[src/rtl/gate_selftest_seq_if.sv]
// Handshake and data bundle between the gate self-test sequencer and its controller.
// The slave side is the sequencer; the master side owns start and the gate result bus.
interface gate_selftest_seq_if #(
    parameter int ERR_W = 6
);
    logic             start;
    logic             gate_a;
    logic             gate_b;
    logic [7:0]       result_in;
    logic             busy;
    logic             done;
    logic             pass;
    logic [ERR_W-1:0] err_count;
    logic [3:0]       fail_vec;

    modport master (
        output start, result_in,
        input  gate_a, gate_b, busy, done, pass, err_count, fail_vec
    );

    modport slave (
        input  start, result_in,
        output gate_a, gate_b, busy, done, pass, err_count, fail_vec
    );
endinterface

[src/rtl/gate_selftest_seq.sv]
// Walks the two-input gate block through all four input vectors, compares the 8-bit
// result bus against a golden truth table and reports a saturating mismatch count.
module gate_selftest_seq #(
    parameter int SETTLE_CYCLES = 2,
    parameter int ERR_W         = 6
) (
    input  logic               clk,
    input  logic               rst_n,
    gate_selftest_seq_if.slave bus_io
);
    localparam int              SUM_W       = ((ERR_W > 4) ? ERR_W : 4) + 1;
    localparam logic [SUM_W-1:0] ERR_MAX    = SUM_W'((64'd1 << ERR_W) - 64'd1);
    localparam bit              HAS_SETTLE  = (SETTLE_CYCLES > 0);
    localparam logic [3:0]      SETTLE_LAST = HAS_SETTLE ? 4'(SETTLE_CYCLES - 1) : 4'd0;

    typedef enum logic [2:0] {
        S_IDLE,
        S_DRIVE,
        S_SETTLE,
        S_CHECK,
        S_DONE
    } state_t;

    state_t           state_q, state_d;
    logic [1:0]       idx_q, idx_d;
    logic [3:0]       cnt_q, cnt_d;
    logic             gate_a_q, gate_a_d;
    logic             gate_b_q, gate_b_d;
    logic             busy_q, busy_d;
    logic             done_q, done_d;
    logic             pass_q, pass_d;
    logic [ERR_W-1:0] err_q, err_d;
    logic [3:0]       fail_q, fail_d;

    // Golden response per vector index {a,b}; bit order matches the result bus.
    logic [7:0] exp_tbl [4];
    for (genvar gi = 0; gi < 4; gi++) begin : g_exp
        localparam bit A = ((gi >> 1) & 1) != 0;
        localparam bit B = (gi & 1) != 0;
        assign exp_tbl[gi] = {A, ~(A ^ B), ~(A | B), ~(A & B), ~A, A ^ B, A | B, A & B};
    end

    logic [7:0]       mism;
    logic [3:0]       pop;
    logic [SUM_W-1:0] err_sum;
    logic [ERR_W-1:0] err_sat;

    always_comb begin
        mism = bus_io.result_in ^ exp_tbl[idx_q];
        pop  = '0;
        for (int i = 0; i < 8; i++) begin
            pop = pop + {3'b000, mism[i]};
        end
        err_sum = {{(SUM_W-ERR_W){1'b0}}, err_q} + {{(SUM_W-4){1'b0}}, pop};
        err_sat = (err_sum > ERR_MAX) ? ERR_MAX[ERR_W-1:0] : err_sum[ERR_W-1:0];
    end

    // Outputs lag the state by one register stage, so busy_q is still high on the
    // first DONE cycle; that is what marks the DONE entry for the done pulse.
    always_comb begin
        state_d  = state_q;
        idx_d    = idx_q;
        cnt_d    = cnt_q;
        gate_a_d = gate_a_q;
        gate_b_d = gate_b_q;
        pass_d   = pass_q;
        err_d    = err_q;
        fail_d   = fail_q;
        done_d   = 1'b0;
        busy_d   = (state_q == S_DRIVE) || (state_q == S_SETTLE) || (state_q == S_CHECK);

        case (state_q)
            S_IDLE: begin
                if (bus_io.start) begin
                    state_d = S_DRIVE;
                    idx_d   = 2'd0;
                    err_d   = '0;
                    fail_d  = 4'd0;
                    pass_d  = 1'b0;
                end
            end
            S_DRIVE: begin
                gate_a_d = idx_q[1];
                gate_b_d = idx_q[0];
                cnt_d    = 4'd0;
                state_d  = HAS_SETTLE ? S_SETTLE : S_CHECK;
            end
            S_SETTLE: begin
                if (cnt_q == SETTLE_LAST) begin
                    state_d = S_CHECK;
                end else begin
                    cnt_d = cnt_q + 4'd1;
                end
            end
            S_CHECK: begin
                err_d = err_sat;
                if (mism != 8'd0) begin
                    fail_d[idx_q] = 1'b1;
                end
                if (idx_q == 2'd3) begin
                    state_d = S_DONE;
                end else begin
                    idx_d   = idx_q + 2'd1;
                    state_d = S_DRIVE;
                end
            end
            S_DONE: begin
                done_d = busy_q;
                if (busy_q) begin
                    pass_d = (err_q == '0);
                end
                if (bus_io.start) begin
                    state_d = S_DRIVE;
                    idx_d   = 2'd0;
                    err_d   = '0;
                    fail_d  = 4'd0;
                    pass_d  = 1'b0;
                end
            end
            default: state_d = S_IDLE;
        endcase
    end

    always_ff @(posedge clk) begin
        if (!rst_n) begin
            state_q  <= S_IDLE;
            idx_q    <= 2'd0;
            cnt_q    <= 4'd0;
            gate_a_q <= 1'b0;
            gate_b_q <= 1'b0;
            busy_q   <= 1'b0;
            done_q   <= 1'b0;
            pass_q   <= 1'b0;
            err_q    <= '0;
            fail_q   <= 4'd0;
        end else begin
            state_q  <= state_d;
            idx_q    <= idx_d;
            cnt_q    <= cnt_d;
            gate_a_q <= gate_a_d;
            gate_b_q <= gate_b_d;
            busy_q   <= busy_d;
            done_q   <= done_d;
            pass_q   <= pass_d;
            err_q    <= err_d;
            fail_q   <= fail_d;
        end
    end

    assign bus_io.gate_a    = gate_a_q;
    assign bus_io.gate_b    = gate_b_q;
    assign bus_io.busy      = busy_q;
    assign bus_io.done      = done_q;
    assign bus_io.pass      = pass_q;
    assign bus_io.err_count = err_q;
    assign bus_io.fail_vec  = fail_q;
endmodule

[src/flat_wrapper.sv]
// flat-port wrapper written by rule: the top's interface ports become plain ports
module gate_selftest_seq_flat 
#(
    parameter int SETTLE_CYCLES = 2,
    parameter int ERR_W         = 6
)
  (clk, rst_n, bus_io_start, bus_io_result_in, bus_io_gate_a, bus_io_gate_b, bus_io_busy, bus_io_done, bus_io_pass, bus_io_err_count, bus_io_fail_vec);
  gate_selftest_seq_if #(.ERR_W(ERR_W)) bus_io_i ();
  input  logic clk;
  input  logic rst_n;
  input wire logic [$bits(bus_io_i.start)-1:0] bus_io_start;
  input wire logic [$bits(bus_io_i.result_in)-1:0] bus_io_result_in;
  output wire logic [$bits(bus_io_i.gate_a)-1:0] bus_io_gate_a;
  output wire logic [$bits(bus_io_i.gate_b)-1:0] bus_io_gate_b;
  output wire logic [$bits(bus_io_i.busy)-1:0] bus_io_busy;
  output wire logic [$bits(bus_io_i.done)-1:0] bus_io_done;
  output wire logic [$bits(bus_io_i.pass)-1:0] bus_io_pass;
  output wire logic [$bits(bus_io_i.err_count)-1:0] bus_io_err_count;
  output wire logic [$bits(bus_io_i.fail_vec)-1:0] bus_io_fail_vec;
  assign bus_io_i.start = bus_io_start;
  assign bus_io_i.result_in = bus_io_result_in;
  assign bus_io_gate_a = bus_io_i.gate_a;
  assign bus_io_gate_b = bus_io_i.gate_b;
  assign bus_io_busy = bus_io_i.busy;
  assign bus_io_done = bus_io_i.done;
  assign bus_io_pass = bus_io_i.pass;
  assign bus_io_err_count = bus_io_i.err_count;
  assign bus_io_fail_vec = bus_io_i.fail_vec;
  gate_selftest_seq #(.SETTLE_CYCLES(SETTLE_CYCLES), .ERR_W(ERR_W)) u_core (.clk(clk), .rst_n(rst_n), .bus_io(bus_io_i));
endmodule
[config.mk]
export PLATFORM = sky130hd
export DESIGN_NAME = gate_selftest_seq_flat
export DESIGN_NICKNAME = d
export VERILOG_FILES = /design/src/rtl/gate_selftest_seq_if.sv /design/src/rtl/gate_selftest_seq.sv /design/src/flat_wrapper.sv
export SDC_FILE = /design/constraint.sdc
export NUM_CORES = 1
export LEC_CHECK = 0
export ABC_AREA = 1
export BUFFER_PORTS_ARGS = -buffer_cell sky130_fd_sc_hd__buf_2
export CORE_UTILIZATION = 37
export CTS_CLUSTER_DIAMETER = 30
export DETAILED_ROUTE_END_ITERATION = 10
export GPL_ROUTABILITY_DRIVEN = 0
export PLACE_DENSITY = 0.59
export SYNTH_ARGS = -nofsm -noshare
export SYNTH_HDL_FRONTEND = slang
export SYNTH_SLANG_ARGS = --single-unit
[constraint.sdc]
create_clock -name clk -period 5.68 [get_ports clk]
set_clock_uncertainty 0.15 [all_clocks]
set_input_delay 1.136 -clock clk [delete_from_list [all_inputs] [get_ports clk]]
set_output_delay 1.136 -clock clk [all_outputs]
set_load 0.02 [all_outputs]
# ---- Word-level counts from Yosys, hierarchy flattened
# Cells that the tools add are included.
dict set report totals {
  wordCells 81
  ff_bits 24
  inputBits 11
  out_inout_bits 15
}
dict set report op_classes {
  bitwise_logic 3
  n_mux 24
  n_addsub 10
  n_reduce_logical 17
  order_cmp 4
  n_eq_ne 13
}
# operator count
set ops {}
lappend ops {{4-bit by 1-bit adder with 4-bit output} 6}
lappend ops {{8-bit binary-select mux with 2-bit select} 1}
lappend ops {{8-bit two-way mux} 2}
lappend ops {{4-bit case mux with 2 select lines} 2}
lappend ops {{4-bit two-way mux} 3}
lappend ops {{6-bit two-way mux} 2}
lappend ops {{3-bit case mux with 4 select lines} 1}
lappend ops {{6-bit case mux with 2 select lines} 1}
lappend ops {{2-bit != test (second input constant)} 5}
lappend ops {{3-bit two-way mux} 3}
lappend ops {{3-bit AND reduction} 3}
lappend ops {{2-bit AND reduction} 4}
lappend ops {{8-bit nonzero test} 1}
lappend ops {{8-bit bitwise XOR} 1}
lappend ops {{6-bit by 4-bit adder with 7-bit output} 1}
lappend ops {{7-bit by 6-bit > comparator with 1-bit output (second input constant)} 1}
lappend ops {{3-bit by 2-bit equality test with 1-bit output (second input constant)} 2}
lappend ops {{6-bit logical NOT} 1}
lappend ops {{2-bit nonzero test} 3}
lappend ops {{4-bit by 1-bit adder with 4-bit output (second input constant)} 1}
lappend ops {{4-bit by 1-bit equality test with 1-bit output (second input constant)} 1}
lappend ops {{1-bit two-way mux} 4}
lappend ops {{2-bit two-way mux} 2}
lappend ops {{4-bit bitwise OR} 1}
lappend ops {{18 further kinds} 19}

# ---- Logic depth before layout (Yosys ltp)
# Gate-level depths: netlist of the first run.
dict set report depth {
  word_depth 16
  ltp_mapped 22
  mapped_depth_nobuf 22
}

# ---- Worst setup path before layout of the first run
# No wires, ideal clock.
dict set report synth_timing {
  kind {input to register}
  startpoint {input bus_io_result_in[0]}
  endpoint {register u_core.err_q[5] (netlist: u_core.bus_io.err_count[5])}
  path_stages 16
  path_slack_ns 0.818
  setup_ns 0.132
  arrival_time_ns 4.580
  path_buffers 0
  t_required_ns 5.398
  cell_sequence {xor2_1 -> inv_1 -> ha_1 -> fa_1 -> inv_1 -> fa_1 -> fa_1 -> fa_1 -> inv_1 -> fa_1 -> nand3_1 -> nand2_1 -> nand2_1 -> nand3_1 -> nand2_1 -> a21oi_1}
}
dict set report synth_via {
  elab_chain_cells 12
}
# element line
set synth_rtl {}
lappend synth_rtl {{from (decl)} flat_wrapper.sv:12} ;# input wire logic [$bits(bus_io_i.result_in)-1:0] bus_io_result_in;
lappend synth_rtl {{8-bit bitwise XOR (*)} gate_selftest_seq.sv:49} ;# mism = bus_io.result_in ^ exp_tbl[idx_q];
lappend synth_rtl {{1-bit by 1-bit adder with 2-bit output (*)} gate_selftest_seq.sv:52} ;# pop = pop + {3'b000, mism[i]};
lappend synth_rtl {{4-bit by 1-bit adder with 4-bit output (*) (6 in a row)} gate_selftest_seq.sv:52}
lappend synth_rtl {{6-bit by 4-bit adder with 7-bit output (*)} gate_selftest_seq.sv:54} ;# err_sum = {{(SUM_W-ERR_W){1'b0}}, err_q} + {{(SUM_W-4){1'b0}}, pop};
lappend synth_rtl {{7-bit by 6-bit > comparator with 1-bit output} gate_selftest_seq.sv:55} ;# err_sat = (err_sum > ERR_MAX) ? ERR_MAX[ERR_W-1:0] : err_sum[ERR_W-1:0];
lappend synth_rtl {{6-bit two-way mux (*)} gate_selftest_seq.sv:55}
lappend synth_rtl {{6-bit case mux with 2 select lines (*)} gate_selftest_seq.sv:72} ;# case (state_q)
lappend synth_rtl {{to (signal assigned)} gate_selftest_seq.sv:145} ;# err_q <= err_d;
lappend synth_rtl {{to (decl)} gate_selftest_seq.sv:32} ;# logic [ERR_W-1:0] err_q, err_d;
# Every way passes the cells marked *; elsewhere a longest branch is shown, timed or not.
# A chain may end at the register's enable or synchronous reset.

# ---- Worst setup path after layout of the first run
# Same ends and word-level chain as after synthesis.

==> results of run 1 <==
==> final timing paths <==
check                                     to  cells past startpoint                  from  slack (ps)
setup / recovery  u_core.bus_io.err_count[5]                     17   bus_io_result_in[0]         880
setup reg to reg  u_core.bus_io.err_count[5]                     17       u_core.idx_q[1]        1020
hold reg to reg         u_core.bus_io.gate_b                      2  u_core.bus_io.gate_b         290
hold / removal          u_core.bus_io.gate_b                      2  u_core.bus_io.gate_b         290
==> per-layer routing <==
layer  vias up  share of wire [%]  GRT usage [%]
li1        741                  -              -
met1       597                 51           20.5
met2        15                 46           24.4
met3         5                1.9           2.05
met4         0                1.5           5.59
met5         -                  0              0
==> area by class of cell <==
cell class	instances	area (µm²)
inverter	37	139
timing repair buffer	25	125
tap	50	62.6
multi-input combinational	153	926
clock inverter	1	30.0
sequential	24	480
clock buffer	3	41.3
fill	441	2220
==> per-stage QoR <==
| step | std cells | hold WS, ps | worst slack, ps | utilization [%] |
|---|---|---|---|---|
| after floorplan | 216 | 330 | 818 | - |
| after global placement | 289 | 282 | 629 | 43.0 |
| after detailed placement | 289 | 284 | 551 | 43.0 |
| after CTS | 293 | 298 | 849 | 44.8 |
| after global routing | 293 | 323 | 627 | 44.8 |
| final | 293 | 293 | 876 | 44.8 |
==> sequential cells by signal, indices dropped and copies added, names as in the netlist <==
| signal | flops |
|---|---|
| u_core.bus_io.done | 1 |
| u_core.bus_io.gate_a | 1 |
| u_core.bus_io.busy | 1 |
| u_core.state_q | 3 |
| u_core.bus_io.fail_vec | 4 |
| u_core.bus_io.err_count | 6 |
| u_core.cnt_q | 4 |
| u_core.bus_io.pass | 1 |
| u_core.idx_q | 2 |
| u_core.bus_io.gate_b | 1 |
==> cell usage in the layout (no fill, tap or decap) <==
cell / instances
a21oi_1: 16
buf_2: 25
bufinv_16: 1
clkbuf_8: 3
clkinv_1: 1
dfxtp_1: 24
fa_1: 5
ha_1: 14
inv_1: 31
inv_2: 5
nand2_1: 53
nand2_2: 4
nand2_4: 1
nand3_1: 13
nand3_2: 2
nand4_1: 1
nor2_1: 12
nor2_2: 1
nor3_1: 4
nor3_2: 1
nor4_1: 1
o21a_1: 1
o21ai_0: 10
o21ai_1: 5
o22ai_1: 1
or2_1: 1
xnor2_1: 2
xor2_1: 5
==> critical path, stage by stage <==
cell     delay (ps)
buf_2           100
xor2_1          170
inv_1            70
ha_1            310
fa_1            530
inv_1            50
fa_1            510
fa_1            460
fa_1            490
inv_1            60
fa_1            440
nand3_1         100
nand2_1          60
nand2_1          80
nand3_1          80
nand2_1          80
a21oi_1          50
==> synth_stat cells (2+ instances only) <==
master / instances
xor2_1: 5
nor2_1: 12
o21ai_0: 10
nand2_2: 4
a21oi_1: 16
nand3_1: 13
fa_1: 5
xnor2_1: 2
clkbuf_1: 2
inv_1: 31
nor3_1: 4
nand2_1: 53
inv_2: 5
o21ai_1: 5
dfxtp_1: 24
nand3_2: 2
ha_1: 14
==> logic make-up (layout without fill, tap and decap cells) <==
logic type                 Yosys count  in the layout  share of synthesized area [%]
xor gates and xnor gates             7              7                           3.95
AOI/OAI and AO/OA                   33             33                           10.9
buffers and inverters               39             66                           9.43
and+or+nand+nor                     94             94                           27.1
DFF                                 24             24                           30.9
adders and majority gates           19             19                           17.7
==> report_power, final <==
part / total (mW) / switching [mW] / internal, mW
Combinational: 0.315 / 0.196 / 0.119
Sequential: 0.219 / 0.0237 / 0.195
Clock: 0.151 / 0.0565 / 0.0942
==> flow_summary.json, run 1 <==
{
  "fin_tns_setup_ps": 0,
  "async_flop_share_pct": 0,
  "postCtsSetupRepairBufs": 0,
  "h-tree-depth": 1,
  "drc": 0,
  "detail_route.wl_per_cell_um": 10.4,
  "ys_top_cells_by_area": "dfxtp_1 (31%), nand2_1 (13%), ha_1 (11%)",
  "finalHoldViolations": 0,
  "status": "finished clean",
  "cts_buffers": 3,
  "synth_flop_cell": "dfxtp_1",
  "track_usage_pct": 15.2,
  "start_util_pct": 38.5,
  "post-synth-top-area-cell": "dfxtp_1",
  "dp_hpwl_um": 2480,
  "totalWireLength_um": 3050,
  "routed_via_density": 4.63,
  "start_kind": "input pin",
  "min_path_type": "reg -> reg",
  "stdcell_area_um2": 1800,
  "arrival_ps": 4810,
  "p_leak_nw": 0.892,
  "clk-insertion-delay-late_ps": 270,
  "irDropWorstVdd_uv": 200,
  "grt_setup_unrepaired": "false",
  "fin_nets": 274,
  "synth_seq_area_share_pct": 30.9,
  "placed_area_um2": 1730,
  "port_buffers": 25,
  "core_area_um2": 4030,
  "drt_iter0_drc": 39,
  "required_ps": 5680,
  "yosys.area.top_type_share_pct": 30.9,
  "grt_pass1_wl_um": 5180,
  "yosys_warnings": 0,
  "slew_violations": 0,
  "synth-edff-count": 0,
  "drtPass1Iterations": 4,
  "diodes": 0,
  "powerDensity_nw_per_um2": 379,
  "syn-num-nets": 246,
  "final.min_clock_period_ps": 4800,
  "clkTransAtPathRegs_ps": 90,
  "gr-total-overflow": 0,
  "clockBufferDepth": 2,
  "antenna_found_initial": 0,
  "worstSetupEndpointType": "flip-flop",
  "core.rowCount": 23,
  "synth_area_per_cell_um2": 7.19,
  "period_share_pct": 84.6,
  "syn2layout_area_growth_pct": 16.2,
  "criticalPathCategory": "in -> reg",
  "die_x_um": 66.8,
  "io_pins": 26,
  "power_mw": 0.684,
  "cap_violations": 0,
  "fp.dieArea_um2": 4460,
  "netlist_instances": 216,
  "worst_slew_pin_slew_ps": 354,
  "holdBufCountCts": 0,
  "clock-sinks": 24,
  "cp_max_fo": 3,
  "ys_seq_elements": 24,
  "post_cts_resized": 0,
  "ys_types": 26,
  "relSlewSlack_pct": 76.4,
  "grt_pass1_vias": 1161,
  "root_buffer": "clkbuf_8",
  "cts_tree": "yes",
  "syn_area_um2": 1550,
  "fmax_ghz": 0.208,
  "die_h_um": 66.8,
  "setup_viol_count_final": 0,
  "grt_start_max_net_pins": 15,
  "layout-drive-gt1-share_pct": 17.7,
  "vias": 1358,
  "ant_nets": 0
}
Power figures use the tool's default switching activity.
==> run 2: changes to the inputs <==
- PLACE_DENSITY: 0.59 -> 0.61
- clock period: 5.68 -> 4.1 ns (I/O delays scaled with it)
==> flow_summary.json, run 2 (synthesis results as in run 1) <==
{
  "dp_hpwl_um": 2640,
  "drtPass1Iterations": 4,
  "layout-drive-gt1-share_pct": 30.5,
  "port_buffers": 25,
  "crit_chain": "buf_6 > xor2_2 > inv_1 > ha_4 > fa_1 > inv_1 > fa_1 > fa_2 > fa_2 > inv_2 > fa_2 > nand4_1 > nand2_2 > o21ai_1 > a21oi_1",
  "cts_buffers": 3,
  "io_pins": 26,
  "required_ps": 4100,
  "cp_slowest_cell": "fa_2",
  "clock-sinks": 24,
  "cts_tree": "yes",
  "clk-insertion-delay-late_ps": 270,
  "routed_via_density": 4.63,
  "drc": 0,
  "core.rowCount": 23,
  "stdcell_area_um2": 2000,
  "clockBufferDepth": 2,
  "finalHoldViolations": 0,
  "largest_reg_flops": 6,
  "slew_violations": 0,
  "cp_max_fo": 4,
  "nFillCells": 416,
  "period_share_pct": 101,
  "ant_nets": 0,
  "hold_slack_ps": 301,
  "clkTransAtPathRegs_ps": 90,
  "multi_input_area_um2": 1020,
  "start_kind": "input pin",
  "grt_start_max_net_pins": 14,
  "placed_area_um2": 1840,
  "diodes": 0,
  "irDropWorstVdd_uv": 308,
  "fin_nets": 287,
  "antenna_found_initial": 0,
  "layout_common_cells": "nand2_1 (48), inv_1 (29), buf_2 (23), dfxtp_1 (22), a21oi_1 (15)",
  "drt_iter0_drc": 33,
  "relSlewSlack_pct": 76.1,
  "p_leak_nw": 0.954,
  "detail_route.wl_per_cell_um": 10.8,
  "track_usage_pct": 16.5,
  "root_buffer": "clkbuf_8",
  "setup_viol_count_final": 6,
  "die_h_um": 66.8,
  "power_mw": 1.00,
  "start_util_pct": 38.5,
  "grt_pass1_wl_um": 5590,
  "cp_common_cell": "fa_2",
  "grt_setup_unrepaired": "true",
  "final.min_clock_period_ps": 4130,
  "seq_area_um2": 483,
  "grt_pass1_vias": 1248,
  "vias": 1416,
  "arrival_ps": 4130,
  "fin_tns_setup_ps": -134,
  "h-tree-depth": 1,
  "powerDensity_nw_per_um2": 500,
  "setup_slack_ps": -29.3,
  "holdBufCountCts": 0,
  "criticalPathCategory": "in -> reg",
  "cap_violations": 0,
  "worst_slew_pin_slew_ps": 356,
  "max_stage_delay_ps": 540,
  "worstSetupEndpointType": "flip-flop",
  "die_x_um": 66.8,
  "syn2layout_area_growth_pct": 28.8,
  "violations": "negative setup slack",
  "final_util_pct": 49.7,
  "gr-total-overflow": 0,
  "fp.dieArea_um2": 4460,
  "min_path_type": "reg -> reg",
  "fmax_ghz": 0.242,
  "core_area_um2": 4030,
  "totalWireLength_um": 3310,
  "status": "complete, but fails checks",
  "layout_commonest_cell": "nand2_1"
}
## run 2: critical path: cells and delay by family
family                     cells  cell delay, ps
AOI/OAI and AO/OA              2             210
adders and majority gates      6            2490
buffers and inverters          4             270
xor gates and xnor gates       1             130
and+or+nand+nor                2             210
## run 2: metrics by stage
| stage | setup WS [ps] | cells |
|---|---|---|
| 2_1_floorplan | -91.0 | 216 |
| 3_3_place_gp | -295 | 298 |
| 3_5_place_dp | -373 | 298 |
| 4_1_cts | -41.2 | 304 |
| 5_1_grt | -184 | 306 |
| 6_report | -29.3 | 306 |
## run 2: metal layers
metal,GRT usage (%),vias up,routed length (µm)
li1,-,759,-
met1,22.7,638,1620
met2,26.8,14,1580
met3,1.54,5,55
met4,5.59,0,47
met5,0,-,0
## run 2: area by class of cell
type	instances	share of cell area, %
inverter	37	6.94
tap	50	3.13
sequential	24	24.1
clock buffer	4	2.75
multi-input combinational	153	51.1
timing repair buffer	38	11.9
## run 2: where the power goes
group | switching (mW) | internal (mW)
clock | 0.0772 | 0.0858
sequential | 0.0318 | 0.271
combinational | 0.306 | 0.230
total | 0.415 | 0.586
## run 2: path summary, 6_finish.rpt
check | from | endpoint | slack (ps) | cells after the start
max | bus_io_result_in[0] | u_core.bus_io.err_count[2] | -30 | 15
min | u_core.bus_io.fail_vec[2] | u_core.bus_io.fail_vec[2] | 300 | 2
max reg2reg | u_core.idx_q[0] | u_core.bus_io.err_count[2] | 0 | 15
min reg2reg | u_core.bus_io.fail_vec[2] | u_core.bus_io.fail_vec[2] | 300 | 2
## run 2: repair_timing
action / CTS / global route
gates cloned: 0 / 0
setup buffers: 2 / 2
pin swaps: 9 / 2
endpoints found under the hold margin: 0 / 0
resized for setup: 15 / 5
endpoints found under the setup margin: 6 / 6
